--- config.mk ---
export PLATFORM = sky130hd
export DESIGN_NAME = uart_loop_buf
export DESIGN_NICKNAME = d
export VERILOG_FILES = /design/src/rtl/uart_pkg.sv /design/src/rtl/uart_sat_cnt.sv /design/src/rtl/uart_loop_buf.sv
export SDC_FILE = /design/constraint.sdc
export NUM_CORES = 1
export LEC_CHECK = 0
export CORE_ASPECT_RATIO = 1.4
export CORE_UTILIZATION = 40
export DETAILED_ROUTE_END_ITERATION = 10
export GPL_ROUTABILITY_DRIVEN = 0
export HOLD_SLACK_MARGIN = 0.06
export SLEW_MARGIN = 20
export SYNTH_ARGS = -nofsm -noshare
export SYNTH_HDL_FRONTEND = slang
export SYNTH_HIERARCHICAL = 1
export SYNTH_SLANG_ARGS = --single-unit
--- constraint.sdc ---
create_clock -name clk -period 4.1 [get_ports clk]
set_input_delay 0.41 -clock clk [delete_from_list [all_inputs] [get_ports clk]]
set_output_delay 0.41 -clock clk [all_outputs]
set_load 0.01 [all_outputs]
--- src/rtl/uart_pkg.sv ---
// uart_pkg: shared UART types and widths.
package uart_pkg;
    typedef enum logic [1:0] {NONE, ODD, EVEN} parity_e;
    localparam int FRAME_WD = 8;
    localparam int CNT_WD = 8;
    typedef logic [FRAME_WD-1:0] frame_t;
endpackage

--- src/rtl/uart_sat_cnt.sv ---
// uart_sat_cnt: saturating event counter, cleared only by reset.
module uart_sat_cnt
    import uart_pkg::*;
(
    input  logic              clk,
    input  logic              rst_n,
    input  logic              inc,
    output logic [CNT_WD-1:0] cnt
);
    logic [CNT_WD-1:0] cnt_q, cnt_d;

    always_comb cnt_d = (inc && cnt_q != '1) ? cnt_q + 1'b1 : cnt_q;

    always_ff @(posedge clk or negedge rst_n)
        if (!rst_n) cnt_q <= '0;
        else        cnt_q <= cnt_d;

    assign cnt = cnt_q;
endmodule

--- src/rtl/uart_loop_buf.sv ---
// uart_loop_buf: rx-to-tx elastic FIFO with error drop and overflow/drop counters.
module uart_loop_buf
    import uart_pkg::*;
#(
    parameter int FRAME_WD = uart_pkg::FRAME_WD,
    parameter int DEPTH    = 16,
    parameter bit DROP_ERR = 1'b1
) (
    input  logic                     clk,
    input  logic                     rst_n,
    input  logic [FRAME_WD-1:0]      rx_data,
    input  logic                     rx_valid,
    input  logic                     rx_err,
    output logic [FRAME_WD-1:0]      tx_data,
    output logic                     tx_valid,
    input  logic                     tx_ready,
    output logic [$clog2(DEPTH):0]   level,
    output logic                     full,
    output logic                     empty,
    output logic [CNT_WD-1:0]        ovf_cnt,
    output logic [CNT_WD-1:0]        drop_cnt
);
    localparam int AW = $clog2(DEPTH);

    logic [FRAME_WD-1:0] mem_q [DEPTH];
    logic [AW:0]         wr_ptr_q, wr_ptr_d, rd_ptr_q, rd_ptr_d;
    logic                pop, push_req, wr_en, ovf, drop;

    always_comb begin
        level    = wr_ptr_q - rd_ptr_q;
        full     = level == (AW+1)'(DEPTH);
        empty    = level == '0;
        tx_valid = !empty;
        pop      = tx_valid && tx_ready;
        push_req = rx_valid && !(rx_err && DROP_ERR);
        drop     = rx_valid && rx_err && DROP_ERR;
        // a pop in the same cycle frees the slot, so a full buffer still accepts
        wr_en    = push_req && (!full || pop);
        ovf      = push_req && full && !pop;
        wr_ptr_d = wr_en ? wr_ptr_q + 1'b1 : wr_ptr_q;
        rd_ptr_d = pop ? rd_ptr_q + 1'b1 : rd_ptr_q;
    end

    always_ff @(posedge clk or negedge rst_n)
        if (!rst_n) begin
            wr_ptr_q <= '0;
            rd_ptr_q <= '0;
        end else begin
            wr_ptr_q <= wr_ptr_d;
            rd_ptr_q <= rd_ptr_d;
        end

    always_ff @(posedge clk)
        if (wr_en) mem_q[wr_ptr_q[AW-1:0]] <= rx_data;

    assign tx_data = mem_q[rd_ptr_q[AW-1:0]];

    uart_sat_cnt u_ovf_cnt  (.clk(clk), .rst_n(rst_n), .inc(ovf),  .cnt(ovf_cnt));
    uart_sat_cnt u_drop_cnt (.clk(clk), .rst_n(rst_n), .inc(drop), .cnt(drop_cnt));
endmodule

==> impl_metrics.xml <==
<?xml version="1.0" encoding="UTF-8"?>
<metrics>
  <group name="critical_path">
    <metric name="timing.setup.critical_path_class" unit="">reg2out</metric>
    <metric name="critical_path.max_fanout" unit="">6</metric>
    <metric name="path_cells" unit="">inv_1 -&gt; ha_1 -&gt; inv_1 -&gt; fa_1 -&gt; nand3b_1 -&gt; a211oi_2 -&gt; o2bb2ai_4 -&gt; inv_1 -&gt; clkdlybuf4s50_1</metric>
    <metric name="worstSetupPathDepth" unit="">9</metric>
    <metric name="cp.buffers_inverters" unit="">4</metric>
    <metric name="worst_r2r_path_depth" unit="">11</metric>
    <metric name="critical_path.top_delay_family" unit="">buffers and inverters</metric>
    <metric name="critPathMaxStageDelay" unit="ns">0.53</metric>
    <metric name="timing.critical_path.from" unit="">wr_ptr_q[0]$_DFFE_PN0P_</metric>
    <metric name="crit_path_start_kind" unit="">register</metric>
    <metric name="cp-end-kind" unit="">primary output</metric>
    <metric name="worst-endpoint-required" unit="ns">3.69</metric>
    <metric name="rrSetupSlack" unit="ns">0.84</metric>
    <metric name="cp_slowest_cell" unit="">clkdlybuf4s50_1</metric>
    <metric name="arrival_worst_endpoint" unit="ns">3.04</metric>
    <metric name="crit_top_cell" unit="">inv_1</metric>
    <metric name="worstReg2RegEnd" unit="">u_ovf_cnt/cnt[5]$_DFFE_PN0P_</metric>
    <metric name="regToRegStartpoint" unit="">wr_ptr_q[0]$_DFFE_PN0P_</metric>
  </group>
  <group name="synthesis">
    <metric name="cells_after_synthesis" unit="">344</metric>
    <metric name="synth_sequential_area_ratio" unit="">0.6941</metric>
    <metric name="synth.lib_cells_used.distinct" unit="">44</metric>
    <metric name="cell_with_the_most_instances_after_synthesis" unit="">edfxtp_1</metric>
    <metric name="syn_area" unit="sq um">6475</metric>
    <metric name="netlist_top_cells_area" unit="">edfxtp_1 59%, mux4_2 14%, dfrtp_1 10%</metric>
    <metric name="netlist.area_leader.share" unit="">0.5936</metric>
    <metric name="synth-async-reset-ratio" unit="">0.1688</metric>
    <metric name="postSynthNetCount" unit="">369</metric>
    <metric name="synth-edff-count" unit="">128</metric>
    <metric name="yosys_register_bits" unit="">154</metric>
    <metric name="yosys_warnings" unit="">6</metric>
    <metric name="synth_flop_cell" unit="">edfxtp_1</metric>
    <metric name="synthDominantAreaCellType" unit="">edfxtp_1</metric>
    <metric name="ys_top_cells_by_count" unit="">128 x edfxtp_1, 40 x mux4_2, 26 x dfrtp_1</metric>
    <metric name="syn_avg_cell_area" unit="sq um">18.82</metric>
  </group>
  <group name="finish">
    <metric name="final_layout_size_suffix_gt1_frac" unit="">0.2506</metric>
    <metric name="flow.area_growth_from_synthesis" unit="%">20.99</metric>
    <metric name="antenna_cells" unit="">0</metric>
    <metric name="finish.net_count" unit="">440</metric>
  </group>
  <group name="timing">
    <metric name="hold-worst-slack" unit="ns">0.3725</metric>
    <metric name="rsz0062_at_grt" unit="">false</metric>
    <metric name="max_slew_margin" unit="">0.5382</metric>
    <metric name="max_clock_freq" unit="GHz">0.2900</metric>
    <metric name="tightest_slew" unit="ns">0.6901</metric>
    <metric name="slew_violations" unit="">0</metric>
    <metric name="clock-skew-final" unit="ns">0.009352</metric>
    <metric name="finalCriticalPeriod" unit="ns">3.448</metric>
    <metric name="setup_viol" unit="">0</metric>
    <metric name="fin_crit_sh" unit="">0.8409</metric>
    <metric name="timing_hold_violations_final" unit="">0</metric>
    <metric name="timing.setup.tns" unit="ns">0</metric>
    <metric name="crit_path_setup_slack_layout" unit="ns">0.6522</metric>
  </group>
  <group name="power_and_ir_drop">
    <metric name="power.share.clock" unit="">0.279</metric>
    <metric name="p_sw_frac" unit="">0.3026</metric>
    <metric name="power.share.combinational" unit="">0.363</metric>
    <metric name="switching_power" unit="uW">1679</metric>
    <metric name="total_leakage_power" unit="uW">0.002699</metric>
    <metric name="power.density_cell_area" unit="nW/um^2">708.4</metric>
    <metric name="cell_internal_pwr" unit="uW">3870</metric>
    <metric name="power_frac_seq" unit="">0.358</metric>
    <metric name="vdd_ir_drop_max" unit="uV">792.8</metric>
  </group>
  <group name="global_routing">
    <metric name="first_global_vias" unit="">3653</metric>
    <metric name="globalRoute.totalOverflow" unit="">0</metric>
    <metric name="grt_usage" unit="">0.1730</metric>
    <metric name="grt_antenna_before_repair" unit="">0</metric>
    <metric name="maximum_number_of_pins_on_one_net_before_global_route_repair" unit="">36</metric>
    <metric name="grt_pass1_wl" unit="um">20550</metric>
  </group>
  <group name="route">
    <metric name="vias" unit="">3344</metric>
    <metric name="detail_route.drc_violations" unit="">0</metric>
    <metric name="route.detailed.wl_per_inst" unit="um">21.18</metric>
    <metric name="drt_iter0_markers" unit="">218</metric>
    <metric name="detailedRoute.firstPassIterationCount" unit="">4</metric>
    <metric name="avgViaCountPerCell" unit="">5.368</metric>
    <metric name="routed_wl" unit="um">13200</metric>
    <metric name="drtAntennaViolNets" unit="">0</metric>
  </group>
  <group name="job">
    <metric name="timing.max_cap.violations" unit="">0</metric>
  </group>
  <group name="clock_tree">
    <metric name="cts-root-to-sink-buffers" unit="">2</metric>
    <metric name="tritoncts_num_sinks" unit="">154</metric>
    <metric name="ctsResizeCount" unit="">0</metric>
    <metric name="cts_buffers" unit="">17</metric>
    <metric name="insertion_delay" unit="ns">0.41</metric>
    <metric name="tritoncts_clock_tree" unit="">done</metric>
    <metric name="cts-htree-levels" unit="">4</metric>
    <metric name="post-cts-setup-buffer-count" unit="">0</metric>
    <metric name="cts.clk_slew.worst_paths" unit="ns">0.06</metric>
    <metric name="post_cts_hold_buffer_count" unit="">0</metric>
    <metric name="clk_root_buffer_cell" unit="">clkbuf_16</metric>
  </group>
  <group name="place">
    <metric name="io_buffers" unit="">44</metric>
    <metric name="pre_cts_slack" unit="ns">0.8419</metric>
    <metric name="dp_hpwl" unit="um">8780</metric>
  </group>
  <group name="floorplanning">
    <metric name="die_height" unit="um">152.5</metric>
    <metric name="design.portCount" unit="">45</metric>
    <metric name="row_count" unit="">54</metric>
    <metric name="chipWidth" unit="um">109.5</metric>
    <metric name="core" unit="sq um">15680</metric>
    <metric name="die_area" unit="sq um">16710</metric>
    <metric name="initial_utilization" unit="">0.4131</metric>
  </group>
  <group name="min_path">
    <metric name="hold_removal_path_class" unit="">in2async</metric>
  </group>
  <group name="status">
    <metric name="status" unit="">finished clean</metric>
  </group>
</metrics>
## sequential cells by signal, summed over array words and instances, names as in the netlist
| signal | flops |
|---|---|
| mem_q | 128 |
| u_drop_cnt/cnt | 8 |
| u_ovf_cnt/cnt | 8 |
| rd_ptr_q | 5 |
| wr_ptr_q | 5 |
## worst max-delay path by stage
stage	to	slack (ns)
floorplan	u_ovf_cnt/cnt[5]$_DFFE_PN0P_	0.72
global placement	u_ovf_cnt/cnt[5]$_DFFE_PN0P_	0.95
detailed placement	mem_q[2][2]$_DFFE_PP_	0.84
CTS	tx_data[6]	0.60
global route	empty	0.45
finish	empty	0.65
## layer usage
layer / global-route usage / up-vias / routed length (um)
li1: - / 1526 / -
met1: 0.2184 / 1727 / 5611
met2: 0.2929 / 76 / 6993
met3: 0.03764 / 15 / 374
met4: 0.05714 / 0 / 216
met5: 0 / - / 0
## placed cells by master (no fill, tap or decap), types with 3 or more instances in the layout
cell             Yosys  routed
dfrtp_1             26      25
clkbuf_1             5       3
mux2_4               3       3
edfxtp_1           128     128
a31oi_1              4       4
bufinv_16            0       3
nand2_1             11      11
a21oi_1              6       6
inv_1               12      12
o21a_1               3       3
a41oi_1              4       4
mux4_2              40      40
xnor2_1             10      10
ha_1                11      11
nor3_1               3       3
clkinv_2             0       3
nand3_1             12      12
xor2_1               5       5
buf_4                0      17
clkdlybuf4s50_1      0      44
clkbuf_16            0      17
nor2_1              19      19
## metrics by stage
step                      instance area (sq um)  utilization  std cells  power (uW)
after floorplan                            6475            -        344        3259
after global placement                     7251       0.4626        592        4041
after detailed placement                   7251       0.4626        592        4065
after CTS                                  7834       0.4998        623        5630
after global routing                       7834       0.4998        623        5838
final                                      7834       0.4998        623        5549
## cells by family (layout without fill, tap and decap cells)
kind of cell	Yosys count	in the layout	share of synthesized area
flops	154	154	0.6941
simple gates	66	66	0.05565
mux	46	46	0.1513
compound gates	29	29	0.04077
buf+inv	22	105	0.01353
xor+xnor	15	15	0.02029
fa+ha+maj	12	12	0.02435
## power by group through the flow
stage / clock (uW) / sequential (uW) / combinational [uW]
floorplan: 0 / 2000 / 1260
global placement: 0 / 2020 / 2030
detailed placement: 0 / 2020 / 2040
CTS: 1580 / 1990 / 2060
global route: 1640 / 2010 / 2190
finish: 1550 / 1990 / 2010
## cell type report
cell class	count	area (sq um)
Tap cell	196	245.2
Multi-Input combinational cell	168	1893
Fill cell	1351	7841
Timing Repair Buffer	61	568.0
Sequential cell	154	4496
Clock buffer	20	436.7
Inverter	13	48.80
Clock inverter	11	146.4
(Power assumes the default switching activity.)
